$ cat src/rtl/d_mem_arbiter_2p.sv
// -----------------------------------------------------------------------------
// d_mem_arbiter_2p
//
// Shares one single-port data memory between two masters: the CPU data port
// (m0) and a loader/debug port (m1). Both sides use the
// d_req/d_dir/d_addr/d_wdata/d_ack/d_rdata handshake.
//
// A grant is held until the memory acks, or until the granted master drops
// its request. The arbiter then spends one GAP cycle with s_req low, so the
// memory's registered ready flag clears before the next grant. Contention is
// resolved round-robin against the last granted master.
//
// Ports
//   clk, rst_n                 system clock, async active-low reset
//   m0_req/dir/addr/wdata      master 0 request (level, held until m0_ack)
//   m0_ack, m0_rdata           master 0 completion; rdata valid while ack=1
//   m1_*                       same for master 1
//   s_req/dir/addr/wdata       request towards the memory
//   s_ack, s_rdata             memory completion and read data
//   busy                       high whenever the arbiter is not IDLE
//
// dir is forwarded unchanged in the team DIRECTION_READ/DIRECTION_WRITE
// encoding. Write enable is left to the memory; the arbiter never gates it.
//
// state | meaning
// ------+----------------------------------------------------------------
// IDLE  | no transaction; arbitrate incoming requests
// BUSY0 | m0 owns the memory; s_* driven from m0, ack passed to m0
// BUSY1 | m1 owns the memory; s_* driven from m1, ack passed to m1
// GAP   | one cycle with s_req=0 after a transaction; arbitrate as in IDLE
// -----------------------------------------------------------------------------
module d_mem_arbiter_2p #(
  parameter int d_addr_width = 8
) (
  input  logic                    clk,
  input  logic                    rst_n,

  input  logic                    m0_req,
  input  logic                    m0_dir,
  input  logic [d_addr_width-1:0] m0_addr,
  input  logic [7:0]              m0_wdata,
  output logic                    m0_ack,
  output logic [7:0]              m0_rdata,

  input  logic                    m1_req,
  input  logic                    m1_dir,
  input  logic [d_addr_width-1:0] m1_addr,
  input  logic [7:0]              m1_wdata,
  output logic                    m1_ack,
  output logic [7:0]              m1_rdata,

  output logic                    s_req,
  output logic                    s_dir,
  output logic [d_addr_width-1:0] s_addr,
  output logic [7:0]              s_wdata,
  input  logic                    s_ack,
  input  logic [7:0]              s_rdata,

  output logic                    busy
);

  typedef enum logic [1:0] {
    ST_IDLE  = 2'd0,
    ST_BUSY0 = 2'd1,
    ST_BUSY1 = 2'd2,
    ST_GAP   = 2'd3
  } state_e;

  state_e state_q, state_d;
  logic   last_grant_q, last_grant_d;

  // Arbitration result, used from IDLE and GAP.
  // arb_pick: 0 selects m0, 1 selects m1.
  logic arb_valid;
  logic arb_pick;

  always_comb begin
    arb_valid = m0_req | m1_req;
    arb_pick  = 1'b0;
    if (m0_req && m1_req) begin
      // Tie: serve whoever did not get the previous grant.
      arb_pick = ~last_grant_q;
    end else if (m1_req) begin
      arb_pick = 1'b1;
    end
  end

  // ---------------------------------------------------------------------------
  // State and last-grant registers
  // ---------------------------------------------------------------------------
  always_ff @(posedge clk or negedge rst_n) begin
    if (!rst_n) begin
      state_q      <= ST_IDLE;
      // Reset as if m1 had the last grant so m0 wins the first tie.
      last_grant_q <= 1'b1;
    end else begin
      state_q      <= state_d;
      last_grant_q <= last_grant_d;
    end
  end

  // ---------------------------------------------------------------------------
  // Next state
  // ---------------------------------------------------------------------------
  always_comb begin
    state_d      = state_q;
    last_grant_d = last_grant_q;

    case (state_q)
      ST_IDLE, ST_GAP: begin
        if (arb_valid) begin
          state_d      = arb_pick ? ST_BUSY1 : ST_BUSY0;
          last_grant_d = arb_pick;
        end else begin
          state_d = ST_IDLE;
        end
      end

      // A completing ack and a dropped request both end the grant. A dropped
      // request is abandoned without an ack; either way GAP follows, so the
      // memory sees s_req low before the next owner.
      ST_BUSY0: begin
        if (s_ack || !m0_req) begin
          state_d = ST_GAP;
        end
      end

      ST_BUSY1: begin
        if (s_ack || !m1_req) begin
          state_d = ST_GAP;
        end
      end

      default: begin
        state_d = ST_IDLE;
      end
    endcase
  end

  // ---------------------------------------------------------------------------
  // Outputs: combinational from the state register, so an async reset clears
  // them immediately.
  // ---------------------------------------------------------------------------
  always_comb begin
    s_req   = 1'b0;
    s_dir   = 1'b0;
    s_addr  = '0;
    s_wdata = '0;
    m0_ack  = 1'b0;
    m1_ack  = 1'b0;

    case (state_q)
      ST_BUSY0: begin
        s_req   = 1'b1;
        s_dir   = m0_dir;
        s_addr  = m0_addr;
        s_wdata = m0_wdata;
        m0_ack  = s_ack;
      end

      ST_BUSY1: begin
        s_req   = 1'b1;
        s_dir   = m1_dir;
        s_addr  = m1_addr;
        s_wdata = m1_wdata;
        m1_ack  = s_ack;
      end

      default: begin
      end
    endcase
  end

  // Read data is broadcast; each master qualifies it with its own ack.
  assign m0_rdata = s_rdata;
  assign m1_rdata = s_rdata;

  assign busy = (state_q != ST_IDLE);

endmodule

$ cat config.mk
export PLATFORM = sky130hd
export DESIGN_NAME = d_mem_arbiter_2p
export DESIGN_NICKNAME = d
export VERILOG_FILES = /design/src/rtl/d_mem_arbiter_2p.sv
export SDC_FILE = /design/constraint.sdc
export NUM_CORES = 1
export LEC_CHECK = 0
export ABC_AREA = 1
export CAP_MARGIN = 10
export CORE_MARGIN = 10
export CORE_UTILIZATION = 26
export DETAILED_ROUTE_END_ITERATION = 16
export PLACE_DENSITY = 0.81
export SYNTH_ARGS = -nofsm -noshare
export SYNTH_HDL_FRONTEND = slang
export SYNTH_SLANG_ARGS = --single-unit
$ cat constraint.sdc
create_clock -name clk -period 1.5 [get_ports clk]
set_input_delay 0.225 -clock clk [delete_from_list [all_inputs] [get_ports clk]]
set_output_delay 0.225 -clock clk [all_outputs]
set_load 0.01 [all_outputs]
==> run metrics, run 1 <==
status finished, violations left; violated checks negative setup slack; Setup-failing EPs final 19; I/O Buffers 59; worst rel slew slack 88.2%; CTS Hold Buffers Added 0; Worst setup EP type output pin; WL final about 3.0 mm; non-filler cells, final 196; post-route ant nets 0; width of the die around 71 µm; Max H-tree Level 1; dominant cell type by area after synthesis nand2_1; Post-Syn Instances around 110; die height a little over 70 µm; cell with the most instances after synthesis nand2_1; fin crit share 110%; routability cong. 0.739; RSZ-0062 raised after global routing true; critical path launch point type flip-flop; ys async rst share between 90% and 100%; largest net degree at the start of global routing 11; Initial Util between 20% and 30%; DR iter-0 viols 32; WP data arrival 1.43 ns; Rows 18; Yosys top cell area share 23.8%; DP Cell Count 184; CP max stage delay 0.37 ns; Final Hold Slack ~0.17 ns; dominant cells by area after synthesis nand2_1 24%, buf_4 18%, a21oi_2 12%; Synth Warn # 0; global-route wire length before repair roughly 4.4 mm; Final Hold Fails 0; post-synthesis cell area around 680 µm²; die area between 5000 and 6000 µm²; Syn Area/Cell ~6.3 µm²; max cap viols 0; placed cell area 1220 µm²; clk_lat worst skew about 0.24 ns; Primary FF master, synth dfrtp_1; DR WL/cell between 15 and 20 µm; Total Power between 0.003 and 0.004 W; Max IR drop VDD 0.00130 V; Tmin final between 1.5 and 2 ns; number of nets in the layout about 220; flops & latches, synth 3; Remaining Overflow, GRT 0; final setup margin -0.151 ns; number of clock sinks 3; Pwr Density approximately 2100 nW/µm²; area grow syn2layout 113%; fraction of layout cells with a size suffix above 1 about half; clock tree from TritonCTS built; Clock Skews 0.00440 ns; initial antenna violation count 0; Critical Path RT 1.27 ns; clock tree buffer depth 2; clock slew at reported path FFs approximately 0.04 ns; Leakage roughly 0.64 nW; syn nets about 160; CTS Buf Count 3; total number of vias approximately 840; Detailed Routing Iterations Pass 1 4; worst-margin pin slew roughly 0.18 ns; number of synthesized flops with an enable pin 0; core footprint between 2000 and 2500 µm²; sequential fraction of the synthesis area around 11%; Setup CP Type reg -> out; fin. max-slew vios 0; Netlist cell types 14; DP Worst Slack -0.352 ns; DR DRC count 0; post-route cell area 1450 µm²; Slowest cell on crit path dfrtp_1; Achievable Freq just over 0.6 GHz; io pins 84; root buffer cell clkbuf_4; CP Max Fanout 5; CP cell instances inv_2 > ha_4 > inv_6 > clkbuf_16 > a21oi_2 > buf_2; GRT Util Overall approximately 11%; vias in the first global route approximately 850; HPWL Detailed ~2.2 mm; most frequent cells after synthesis 43 x nand2_1, 16 x buf_4, 9 x a21oi_2, 9 x nand2_2; worst min path class in -> async; vias per cell approximately 4.3; ant diodes 0
-- layer usage --
layer	vias to the layer above	GRT usage, %	part of all wire [%]
li1	439	-	-
met1	377	10.6	38
met2	26	21.1	56
met3	0	3.35	5.6
met4	0	3.44	0
met5	-	0	0
-- cells by family (layout without fill, tap and decap cells) --
| family | Yosys count | after routing | share of synthesized area [%] |
|---|---|---|---|
| buffers and inverters | 30 | 88 | 31.5 |
| and+or+nand+nor | 54 | 54 | 33.5 |
| DFF | 3 | 3 | 11.2 |
| AOI/OAI and AO/OA | 18 | 18 | 18.2 |
| adders and majority gates | 3 | 3 | 5.53 |
-- per-stage QoR --
| stage | setup TNS (ns) | util [%] |
|---|---|---|
| 6_report | -2.16 | 58.4 |
| 5_1_grt | -3.70 | 58.4 |
| 4_1_cts | -2.35 | 52.5 |
| 3_5_place_dp | -5.76 | 49.1 |
| 3_3_place_gp | -5.15 | 49.1 |
| 2_1_floorplan | 0 | - |
-- power breakdown --
group / leakage, nW / internal [W] / switching (W)
Combinational: 0.597 / 0.00143 / 0.00127
Sequential: 0.0325 / 0.000134 / 0.0000332
Clock: 0.0150 / 0.0000999 / 0.0000442
-- sequential cells by signal, indices dropped and copies added (netlist names) --
signal        count
last_grant_q      1
state_q           2
-- repair_timing --
action / 4_1_cts / 5_1_grt
pin swaps: 2 / 4
endpoints found under the setup margin: 21 / 19
endpoints found under the hold margin: 0 / 0
gates resized for setup: 105 / 20
buffers inserted: 2 / 2
cloned: 2 / 2
-- layout make-up --
type / instances / area [µm²]
Multi-Input combinational cell: 75 / 509
Clock buffer: 4 / 26.3
Sequential cell: 3 / 76.3
Timing Repair Buffer: 76 / 763
Fill cell: 216 / 1030
Tap cell: 30 / 37.5
Inverter: 8 / 35.0
-- worst paths after layout --
check                             start      endpoint  slack [ns]  cells after the start
max in group asynchronous         rst_n  last_grant_q        1.11                      1
min                               rst_n    state_q[0]        0.17                      1
min in group clk             s_rdata[5]   m0_rdata[5]        0.45                      0
max reg2reg                  state_q[1]    state_q[1]        0.01                      9
max                          state_q[1]     s_addr[6]       -0.15                      6
min reg2reg                last_grant_q  last_grant_q        0.50                      2
-- critical path: cells and delay by family (launching register included) --
| kind | cells | cell delay, ns |
|---|---|---|
| AO/OA/AOI/OAI | 1 | 0.10 |
| buffers and inverters | 4 | 0.42 |
| flip-flops | 1 | 0.37 |
| adder cells (fa/ha/maj) | 1 | 0.29 |
-- layout by cell type, fill, tap and decap left out, types with 3 or more instances in the layout --
| master | n |
|---|---|
| clkdlybuf4s50_1 | 38 |
| nand2_1 | 34 |
| nand2_2 | 15 |
| a21oi_2 | 15 |
| buf_2 | 15 |
| buf_6 | 9 |
| buf_4 | 7 |
| inv_1 | 4 |
| inv_2 | 3 |
| nand2_4 | 3 |
| ha_4 | 3 |
| clkbuf_4 | 3 |
No activity file was read; power rests on OpenSTA's default activity.
==> run 2: changes to the inputs <==
--- a/config.mk
+++ b/config.mk
@@ -8,9 +8,10 @@
 export ABC_AREA = 1
 export CAP_MARGIN = 10
 export CORE_MARGIN = 10
-export CORE_UTILIZATION = 26
+export CORE_UTILIZATION = 28
+export CTS_CLUSTER_DIAMETER = 80
 export DETAILED_ROUTE_END_ITERATION = 16
-export PLACE_DENSITY = 0.81
+export PLACE_DENSITY = 0.86
 export SYNTH_ARGS = -nofsm -noshare
 export SYNTH_HDL_FRONTEND = slang
 export SYNTH_SLANG_ARGS = --single-unit
==> constraint.sdc (replaced) <==
create_clock -name clk -period 2.1 [get_ports clk]
set_input_delay 0.315 -clock clk [delete_from_list [all_inputs] [get_ports clk]]
set_output_delay 0.315 -clock clk [all_outputs]
set_load 0.01 [all_outputs]
==> run 2 against run 1 <==
  * The flow now finishes without violations
  * Clock skew decreased by 0.0015 ns
  * Critical path depth unchanged
  * Via count is 5.1% lower
  * Clock power decreased by 30%
  * Power decreased by 56%
  * Global-route usage fell by 0.99 points
  * First-iteration DRC count is 41% lower
  * Critical path type unchanged
  * Largest cell class unchanged
  * Largest power group unchanged
==> run metrics, run 2 (synthesized netlist as in run 1, its figures left out) <==
Setup CP Type reg -> out; GRT Util Overall 9.88% (-0.99 points); FF-to-FF Start state_q[0]; Setup-failing EPs final 0 (-19); HPWL Detailed 2.18 mm (+0.49%); number of nets in the layout 206 (-5.1%); clock tree from TritonCTS built; total number of vias 799 (-5.1%); Critical Path RT 1.78 ns (+0.51 ns); worst min path class in -> async; Detailed Routing Iterations Pass 1 2 (-2); DR WL/cell 13.4 µm (-11%); clk_lat worst skew 0.23 ns (about the same); Top Registers state_q (2), last_grant_q (1); status finished clean; vias per cell 4.37 (+1.6%); Pwr Density 1130 nW/µm² (-45%); WL final 2.46 mm (-17%); max reg flops 2 (unchanged); largest net degree at the start of global routing 13 (+2); setup TNS after final layout 0 ns (+2.16 ns); DP Worst Slack 0.104 ns (+0.457 ns); fraction of layout cells with a size suffix above 1 18.1% (-32 points); critical path launch point type flip-flop; Initial Util 30.1% (+2.7 points); io pins 84 (unchanged); post-route ant nets 0 (unchanged); worst-margin pin slew 0.166 ns (-0.0103 ns); Final Hold Slack 0.265 ns (+0.0960 ns); commonest cells after routing, fill and taps aside 43 x nand2_1, 42 x clkdlybuf4s50_1, 17 x dlygate4sd2_1, 9 x nand2_2, 9 x a21oi_2; placed cell area 1170 µm² (-4.1%); worst rel slew slack 88.8% (+0.60 points); max cap viols 0 (unchanged); worst r2r dst state_q[0]; I/O Buffers 59 (unchanged); commonest non-fill, non-tap cell in the layout nand2_1; Reg2Reg Setup Slack 0.74 ns (+0.73 ns); core footprint 2250 µm² (-9.0%); Rows 17 (-1); fin crit share about 95%; Max IR drop VDD 0.000774 V (-40%); Remaining Overflow, GRT 0 (unchanged); root buffer cell clkbuf_4; global-route wire length before repair 4.06 mm (-8.1%); Max H-tree Level 1 (unchanged); CTS Buf Count 3 (unchanged); DR iter-0 viols 19 (-41%); Tmin final a little under 2 ns; Final Hold Fails 0 (unchanged); PostCTS Resize Cnt 17 (-84%); routability cong. 0.820 (+11%); width of the die 69.3 µm (-2.6%); WP data arrival 1.67 ns (+0.24 ns); Clock Skews 0.00292 ns (-0.00147 ns); Total Power 0.00133 W (-56%); final setup margin 0.112 ns (+0.262 ns); CTS Hold Buffers Added 0 (unchanged); clock tree buffer depth 2 (unchanged); die height 69.3 µm (-2.6%); cells on worst reg2reg path 8 (-1); vias in the first global route 837 (-1.8%); RSZ-0062 raised after global routing false; die area 4800 µm² (-5.2%); Achievable Freq slightly above 0.5 GHz; DR DRC count 0 (unchanged); clock slew at reported path FFs 0.04 ns (about the same); CP Max Fanout 7 (+2); ant diodes 0 (unchanged); largest reg by FF count state_q; Leakage 0.562 nW (-13%); Worst setup EP type output pin; area grow syn2layout 72.4%; postcts setup bufs 0 (-2); Fillers 242 (+12%); number of clock sinks 3 (unchanged); Reg area 76.3 µm² (unchanged); area of the multi-input gates 389 µm² (-24%); post-route cell area 1170 µm² (-19%); initial antenna violation count 0 (unchanged); fin. max-slew vios 0 (unchanged)
[run 2: cell count changes in the layout (fill, tap and decap cells not counted), moves of 3 or more]
cell             before  now
a21oi_2              15    9
a21oi_1               0    8
dlygate4sd2_1         1   17
inv_1                 4    8
ha_1                  0    3
nand2_4               3    0
nand2_1              34   43
buf_2                15    0
buf_6                 9    0
nand2_2              15    9
clkdlybuf4s50_1      38   42
inv_2                 3    0
ha_4                  3    0
[run 2: worst max path at each step]
stage               slack [ns]  depth (start not counted)   endpoint       start
detailed placement        0.10                          6  s_addr[4]  state_q[0]
global placement          0.15                          6  s_addr[0]  state_q[0]
CTS                       0.08                          6     m0_ack  state_q[1]
finish                    0.11                          6     m0_ack  state_q[1]
global route             0.007                          6  s_addr[0]  state_q[0]
floorplan                 0.57                          5      s_dir  state_q[0]
[run 2: worst max-delay path, cell delays in order, from the launching register on]
cell	delay (ns)
dfrtp_1	0.38
inv_1	0.08
ha_1	0.16
buf_4	0.17
nand2_1	0.06
inv_1	0.05
clkdlybuf4s50_1	0.54
[run 2: routing by layer]
| layer | GRT usage, % | routed length, µm | share of wire [%] | up-vias |
|---|---|---|---|---|
| li1 | - | - | - | 409 |
| met1 | 9.78 | 961 | 39 | 352 |
| met2 | 18.0 | 1260 | 51 | 36 |
| met3 | 4.28 | 216 | 8.8 | 2 |
| met4 | 2.88 | 27 | 1.1 | 0 |
| met5 | 0 | 0 | 0 | - |
[run 2: stage by stage]
stage	std cells	utilization (%)
CTS	183	51.9
global placement	179	51.7
floorplan	108	-
global route	183	51.9
detailed placement	179	51.7
finish	183	51.9
[run 2: final cells by class]
cell class                      instances  area share, %
Multi-Input combinational cell         75           33.2
Inverter                                8           2.56
Timing Repair Buffer                   65           52.5
Clock buffer                            4           2.24
Sequential cell                         3           6.52
Tap cell                               28           2.99
[run 2: power breakdown]
part,total [W],switching [W],internal [W]
combinational,0.00111,0.000609,0.000500
clock,0.000101,0.0000293,0.0000712
sequential,0.000117,0.0000208,0.0000958
==> run 3: changes to the inputs <==
--- a/config.mk
+++ b/config.mk
@@ -9,9 +9,9 @@
 export CAP_MARGIN = 10
 export CORE_MARGIN = 10
 export CORE_UTILIZATION = 28
-export CTS_CLUSTER_DIAMETER = 80
 export DETAILED_ROUTE_END_ITERATION = 16
 export PLACE_DENSITY = 0.86
+export SKIP_LAST_GASP = 1
 export SYNTH_ARGS = -nofsm -noshare
 export SYNTH_HDL_FRONTEND = slang
 export SYNTH_SLANG_ARGS = --single-unit
==> results of run 3 <==
The final DEF is identical to that of run 2; final timing and power are the same.
